==> src/rtl/timebase_pkg.sv <==
`default_nettype none
// ============================================================================
//  Module      : timebase_pkg
//  Description : Shared types and helpers for the clock-display timebase.
//  Revision    : 1.0 - initial release
// ============================================================================
package timebase_pkg;

    typedef enum logic [1:0] {
        INIT     = 2'd0,
        STABLE   = 2'd1,
        CHANGING = 2'd2
    } db_state_t;

    // Bits needed to hold values 0..modulus-1; never returns zero.
    function automatic int cnt_width(input int modulus);
        return (modulus <= 1) ? 1 : $clog2(modulus);
    endfunction

endpackage
`default_nettype wire

==> src/rtl/timebase_gen_mod_counter.sv <==
`default_nettype none
// ============================================================================
//  Module      : mod_counter
//  Description : Enabled modulo-N up counter with a roll-over flag.
//  Revision    : 1.0 - initial release
// ============================================================================
module mod_counter
    import timebase_pkg::*;
#(
    parameter int MODULUS = 4,
    parameter int WIDTH   = cnt_width(MODULUS)
) (
    input  logic             clk,
    input  logic             rst,
    input  logic             i_en,
    output logic [WIDTH-1:0] o_count,
    output logic             o_wrap
);

    localparam logic [WIDTH-1:0] c_last = WIDTH'(MODULUS - 1);
    localparam logic [WIDTH-1:0] c_one  = WIDTH'(1);

    logic [WIDTH-1:0] r_count;

    always_ff @(posedge clk or posedge rst) begin
        if (rst) begin
            r_count <= '0;
        end else if (i_en) begin
            r_count <= (r_count == c_last) ? '0 : r_count + c_one;
        end
    end

    // High on exactly the enabled edge that returns the count to zero.
    assign o_wrap  = i_en && (r_count == c_last);
    assign o_count = r_count;

endmodule
`default_nettype wire

==> src/rtl/timebase_gen.sv <==
`default_nettype none
// ============================================================================
//  Module      : timebase_gen
//  Description : 1 ms / 1 s clocks and ticks, debounced 12/24-hour switch and
//                a core reset that releases only after the switch has settled.
//  Revision    : 1.0 - initial release
// ============================================================================
module timebase_gen
    import timebase_pkg::*;
#(
    parameter int CLKS_PER_MS = 50000,
    parameter int MS_PER_SEC  = 1000,
    parameter int DEBOUNCE_MS = 20
) (
    input  logic clk,
    input  logic reset,
    input  logic mil_time_raw,
    output logic clk_1ms,
    output logic clk_1sec,
    output logic tick_1ms,
    output logic tick_1sec,
    output logic mil_time,
    output logic reset_n
);

    localparam int c_ms_w  = cnt_width(CLKS_PER_MS);
    localparam int c_sec_w = cnt_width(MS_PER_SEC);
    localparam int c_db_w  = cnt_width(DEBOUNCE_MS + 1);

    localparam logic [c_ms_w-1:0]  c_ms_pre_half  = c_ms_w'(CLKS_PER_MS / 2 - 1);
    localparam logic [c_ms_w-1:0]  c_ms_pre_last  = c_ms_w'(CLKS_PER_MS - 2);
    localparam logic [c_sec_w-1:0] c_sec_pre_half = c_sec_w'(MS_PER_SEC / 2 - 1);
    localparam logic [c_sec_w-1:0] c_sec_last     = c_sec_w'(MS_PER_SEC - 1);
    localparam logic [c_db_w-1:0]  c_db_last      = c_db_w'(DEBOUNCE_MS - 1);
    localparam logic [c_db_w-1:0]  c_db_one       = c_db_w'(1);

    logic [c_ms_w-1:0]  w_ms_cnt;
    logic [c_sec_w-1:0] w_sec_cnt;
    logic               w_ms_wrap;
    logic               w_sec_wrap;

    logic r_clk_1ms;
    logic r_tick_1ms;
    logic r_clk_1sec;
    logic r_tick_1sec;

    logic r_sync_meta;
    logic r_sync;

    db_state_t          r_state;
    db_state_t          w_state_nxt;
    logic [c_db_w-1:0]  r_db_cnt;
    logic [c_db_w-1:0]  w_db_cnt_nxt;
    logic               r_mil_time;
    logic               w_mil_time_nxt;
    logic               r_reset_n;
    logic               w_reset_n_nxt;
    logic               w_db_done;

    mod_counter #(
        .MODULUS (CLKS_PER_MS)
    ) u_ms_cnt (
        .clk     (clk),
        .rst     (reset),
        .i_en    (1'b1),
        .o_count (w_ms_cnt),
        .o_wrap  (w_ms_wrap)
    );

    mod_counter #(
        .MODULUS (MS_PER_SEC)
    ) u_sec_cnt (
        .clk     (clk),
        .rst     (reset),
        .i_en    (r_tick_1ms),
        .o_count (w_sec_cnt),
        .o_wrap  (w_sec_wrap)
    );

    // Output flops decode the count one step early so they line up with
    // the counter value they describe.
    always_ff @(posedge clk or posedge reset) begin
        if (reset) begin
            r_clk_1ms   <= 1'b0;
            r_tick_1ms  <= 1'b0;
            r_clk_1sec  <= 1'b0;
            r_tick_1sec <= 1'b0;
        end else begin
            if (w_ms_wrap) begin
                r_clk_1ms <= 1'b0;
            end else if (w_ms_cnt == c_ms_pre_half) begin
                r_clk_1ms <= 1'b1;
            end

            if (w_sec_wrap) begin
                r_clk_1sec <= 1'b0;
            end else if (r_tick_1ms && (w_sec_cnt == c_sec_pre_half)) begin
                r_clk_1sec <= 1'b1;
            end

            r_tick_1ms  <= (w_ms_cnt == c_ms_pre_last);
            r_tick_1sec <= (w_ms_cnt == c_ms_pre_last) && (w_sec_cnt == c_sec_last);
        end
    end

    always_ff @(posedge clk or posedge reset) begin
        if (reset) begin
            r_sync_meta <= 1'b0;
            r_sync      <= 1'b0;
        end else begin
            r_sync_meta <= mil_time_raw;
            r_sync      <= r_sync_meta;
        end
    end

    assign w_db_done = r_tick_1ms && (r_db_cnt == c_db_last);

    always_ff @(posedge clk or posedge reset) begin
        if (reset) begin
            r_state    <= INIT;
            r_db_cnt   <= '0;
            r_mil_time <= 1'b0;
            r_reset_n  <= 1'b0;
        end else begin
            r_state    <= w_state_nxt;
            r_db_cnt   <= w_db_cnt_nxt;
            r_mil_time <= w_mil_time_nxt;
            r_reset_n  <= w_reset_n_nxt;
        end
    end

    always_comb begin
        w_state_nxt = r_state;
        case (r_state)
            INIT: begin
                if (w_db_done) begin
                    w_state_nxt = STABLE;
                end
            end
            STABLE: begin
                if (r_sync != r_mil_time) begin
                    w_state_nxt = CHANGING;
                end
            end
            CHANGING: begin
                // A switch that has returned wins over a coincident final tick.
                if ((r_sync == r_mil_time) || w_db_done) begin
                    w_state_nxt = STABLE;
                end
            end
            default: w_state_nxt = INIT;
        endcase
    end

    always_comb begin
        w_db_cnt_nxt   = r_db_cnt;
        w_mil_time_nxt = r_mil_time;
        w_reset_n_nxt  = r_reset_n;
        case (r_state)
            INIT: begin
                w_mil_time_nxt = r_sync;
                if (w_db_done) begin
                    w_db_cnt_nxt  = '0;
                    w_reset_n_nxt = 1'b1;
                end else if (r_tick_1ms) begin
                    w_db_cnt_nxt = r_db_cnt + c_db_one;
                end
            end
            STABLE: begin
                if (r_sync != r_mil_time) begin
                    w_db_cnt_nxt = '0;
                end
            end
            CHANGING: begin
                if (r_sync == r_mil_time) begin
                    w_db_cnt_nxt = '0;
                end else if (w_db_done) begin
                    w_db_cnt_nxt   = '0;
                    w_mil_time_nxt = r_sync;
                end else if (r_tick_1ms) begin
                    w_db_cnt_nxt = r_db_cnt + c_db_one;
                end
            end
            default: w_db_cnt_nxt = '0;
        endcase
    end

    assign clk_1ms   = r_clk_1ms;
    assign tick_1ms  = r_tick_1ms;
    assign clk_1sec  = r_clk_1sec;
    assign tick_1sec = r_tick_1sec;
    assign mil_time  = r_mil_time;
    assign reset_n   = r_reset_n;

endmodule
`default_nettype wire

==> config.mk <==
export PLATFORM = sky130hd
export DESIGN_NAME = timebase_gen
export DESIGN_NICKNAME = d
export VERILOG_FILES = /design/src/rtl/timebase_pkg.sv /design/src/rtl/timebase_gen_mod_counter.sv /design/src/rtl/timebase_gen.sv
export SDC_FILE = /design/constraint.sdc
export NUM_CORES = 1
export LEC_CHECK = 0
export BUFFER_PORTS_ARGS = -buffer_cell sky130_fd_sc_hd__buf_2
export CORE_MARGIN = 10
export CORE_UTILIZATION = 30
export CTS_CLUSTER_DIAMETER = 100
export DETAILED_ROUTE_END_ITERATION = 7
export GPL_TIMING_DRIVEN = 0
export PLACE_DENSITY = 0.44
export SYNTH_ARGS = -nofsm -noshare
export SYNTH_HDL_FRONTEND = slang
export SYNTH_SLANG_ARGS = --single-unit
==> constraint.sdc <==
create_clock -name clk -period 2 [get_ports clk]
set_clock_uncertainty 0.15 [all_clocks]
set_input_delay 0.2 -clock clk [delete_from_list [all_inputs] [get_ports clk]]
set_output_delay 0.2 -clock clk [all_outputs]
set_load 0.01 [all_outputs]
==> impl_metrics.csv <==
group,metric,value,unit
floorplan,rows,29,
finish,regArea,0.001027,mm2
finish,area_growth,15.23,%
global_routing,grt_max_degree,35,
route,vias,1411,
global_routing,antenna_found_initial,0,
finish,fin_cells,293,
logic_synthesis,yosysUniqueCellTypes,40,
logic_synthesis,synth_top_family_by_area,"simple AND/OR/NAND/NOR gates",
place,io_buffers,8,
logic_synthesis,synth-seq-cells,41,
critical_path,crit_path_end_kind,"flop",
timing,fmax,520.1,MHz
min_path,hold_path.class,"input pin to asynchronous set/reset pin",
logic_synthesis,synth_top_area_cell,"dfrtp_1",
timing,holdWs,0.1912,ns
logic_synthesis,yosysSeqAreaShare,51.38,%
critical_path,r2r-end,"mil_time",
timing,setup_tns,0,ns
critical_path,r2r_slack,0.08,ns
floorplan,die_h,101.6,um
logic_synthesis,yosysTopAreaCellShare,51.38,%
power_and_ir_drop,p_leak,1.031,nW
global_routing,grt_pass1_wl,6.796,mm
floorplan,die_w,101.6,um
power_and_ir_drop,p_total,1.562,mW
critical_path,path_cells,"ha_1 -> nand2_1 -> or3_4 -> a21oi_1 -> mux2_2",
logic_synthesis,synth-simple-area-share,24.75,%
finish,fin_nets,222,
place,dp.final_hpwl,2.667,mm
clocking,clock_path_buffers,2,
power_and_ir_drop,power.density,679.0,mW/mm2
floorplan,io_pins,9,
power_and_ir_drop,ir_worst_vdd,0.4435,mV
status,outcome,"completed",
logic_synthesis,syn_area_per_cell,10.14,um2
timing,period_needed,1.923,ns
logic_synthesis,synthTopCellsByArea,"dfrtp_1 (51%), xnor2_1 (4.8%), xor2_1 (4.8%)",
logic_synthesis,async_flop_share,100.0,%
logic_synthesis,netlist_instances,197,
logic_synthesis,synth_fa_ha_area_share,2.506,%
clocking,h-tree-depth,2,
route,routedWlPerCell,13.24,um
finish,fill_cells,637,
critical_path,critical_path.max_fanout,5,
critical_path,cpMaxStageDelayCell,"or3_4",
clocking,tritoncts,"yes",
place,placed_cells,283,
clocking,cts_sinks,41,
route,vias_per_cell,4.816,
route,firstDrtPassIters,6,
critical_path,crit_type,"flop to flop",
timing,setup_viol,0,
power_and_ir_drop,p_clk_share,44.7,%
critical_path,timing.rr.start,"r_db_cnt[0]",
power_and_ir_drop,swShare,20.05,%
critical_path,startpoint,"r_db_cnt[0]",
clocking,postCtsSetupBuffers,0,
route,drc,0,
logic_synthesis,synth_area,0.001997,mm2
logic_synthesis,synth-xor-area-share,9.649,%
timing,worstMarginPinSlew,0.4589,ns
route,drt_iter0_markers,48,
global_routing,grt-ovfl-total,0,
timing,finalHoldViolations,0,
finish,diodes,0,
logic_synthesis,ys_warn_count,0,
clocking,clk-insertion-delay-late,0.29,ns
timing,max_slew_margin,69.40,%
power_and_ir_drop,p_seq_share,53.3,%
clocking,clk_pin_slew,0.08,ns
power_and_ir_drop,power.internal,1.249,mW
critical_path,cp_data_arrival_time,1.95,ns
power_and_ir_drop,power_switching,313.3,uW
clocking,cts-buffers-inserted,5,
power_and_ir_drop,comb_power_share,2.0,%
floorplan,die-area,0.01032,mm2
flow_run,cap_violations,0,
timing,rsz0062_at_grt,"no",
critical_path,cp-start-kind,"flop",
route,drt_wl_total,3.879,mm
global_routing,grt_usage,8.238,%
logic_synthesis,synth_nets,204,
place,gp_congestion,0.7239,
finish,drive_above_1_share,13.89,%
global_routing,first_global_vias,1351,
route,antenna_left,0,
timing,slew_viol_final,0,
logic_synthesis,synth_compound_area_share,8.020,%
critical_path,slowest_delay,0.42,ns
logic_synthesis,synth_flop_cell,"dfrtp_1",
critical_path,reg2reg_depth,5,
logic_synthesis,synth_edf_count,0,
floorplan,core-area,0.006422,mm2
timing,finalCritPeriodShare,96.13,%
logic_synthesis,synth_mux_area_share,1.566,%
finish,multi_input_area,938.4,um2
clocking,root_buffer,"clkbuf_8",
critical_path,worstPathRequired,2.03,ns
critical_path,cp-endpoint,"mil_time",
floorplan,initial_core_util,31.09,%
[power groups by stage]
stage,Clock (mW),Combinational (mW),Sequential [mW]
4_1_cts,0.720,0.0343,0.833
6_report,0.698,0.0319,0.833
5_1_grt,0.760,0.0373,0.833
3_5_place_dp,0,0.0312,0.850
2_1_floorplan,0,0.0162,0.850
3_3_place_gp,0,0.0263,0.849
[per-layer routing]
metal / vias to the layer above / share of wire (%) / track usage, %
li1: 729 / - / -
met1: 665 / 52 / 11.42
met2: 13 / 44 / 11.43
met3: 4 / 3.0 / 3.131
met4: 0 / 1.1 / 2.640
met5: - / 0 / 0
[cell families after synthesis]
| kind of cell | Yosys count |
|---|---|
| AO/OA/AOI/OAI | 25 |
| XOR/XNOR | 22 |
| adder cells (fa/ha/maj) | 4 |
| buffers and inverters | 10 |
| flip-flops | 41 |
| multiplexers | 3 |
| AND/OR/NAND/NOR | 92 |
[metrics by stage]
step	worst slack [ns]	instance area, um2	utilization (%)
after floorplan	0.1692	1997	-
after global placement	0.01508	2133	33.22
after detailed placement	0.008618	2153	33.53
after CTS	0.04045	2295	35.73
after global routing	0.002651	2301	35.83
final	0.07735	2301	35.83
[cell usage in the layout, fill, tap and decap left out, types with 2 or more instances in the layout]
cell           Yosys  routed
xor2_1            11      11
a22o_1             4       4
inv_1              4       3
nand2b_1           7       7
nand3_1           11      11
nand2_1           13      13
nor4_1             2       2
buf_2              3      11
mux2i_1            2       2
nor2_1            23      23
o21ai_0            6       6
and3_1             4       4
nor3_1             4       4
a21oi_1            9       9
nand4_1           11      11
clkbuf_8           0       6
a21o_1             2       2
ha_1               4       4
dlygate4sd3_1      0       2
dfrtp_1           41      40
xnor2_1           11      11
clkbuf_1           2       3
and4_1             2       2
[critical path: cells and delay by family, from the launching register on]
family | cells | cell delay, ns
fa+ha+maj | 1 | 0.20
simple gates | 2 | 0.53
compound gates | 1 | 0.17
mux | 1 | 0.34
flops | 1 | 0.40
[layout make-up]
cell class	instances	area share, %
sequential	41	44.64
clock buffer	7	3.752
buffer	6	1.196
tap	77	4.187
inverter	4	0.6525
timing repair buffer	11	3.480
multi-input combinational	146	40.78
clock inverter	1	1.305
[worst min path at each step]
stage	start	to
floorplan	mil_time_raw	r_sync_meta
global route	reset	u_ms_cnt.o_count[0]
finish	reset	u_ms_cnt.o_count[6]
global placement	mil_time_raw	r_sync_meta
detailed placement	reset	u_ms_cnt.o_count[0]
CTS	reset	u_ms_cnt.o_count[0]
[Yosys cell counts (2+ instances only)]
cell type / count
and4_1: 2
a21oi_1: 9
xor2_1: 11
nor2_1: 23
nand2b_1: 7
and3_1: 4
a21o_1: 2
dfrtp_1: 41
a22o_1: 4
or3_1: 2
inv_1: 4
mux2i_1: 2
nand2_1: 13
nor3_1: 4
nor4_1: 2
nand3_1: 11
nand4_1: 11
buf_2: 3
o21ai_0: 6
xnor2_1: 11
clkbuf_1: 2
ha_1: 4
nor2_2: 2
[flip-flops by register name, summed over array words and instances, names as in the netlist]
name / count
tick_1ms: 1
r_sync: 1
r_db_cnt: 5
reset_n: 1
u_ms_cnt.o_count: 16
r_sync_meta: 1
r_state: 2
clk_1ms: 1
clk_1sec: 1
tick_1sec: 1
mil_time: 1
u_sec_cnt.o_count: 10
[timing repair]
action                                  CTS  global route
hold endpoints to repair                 42             0
cloned                                    0             0
hold buffers                              2             0
gates resized for setup                   1             2
endpoints found under the setup margin    1            10
Power figures use the tool's default switching activity.
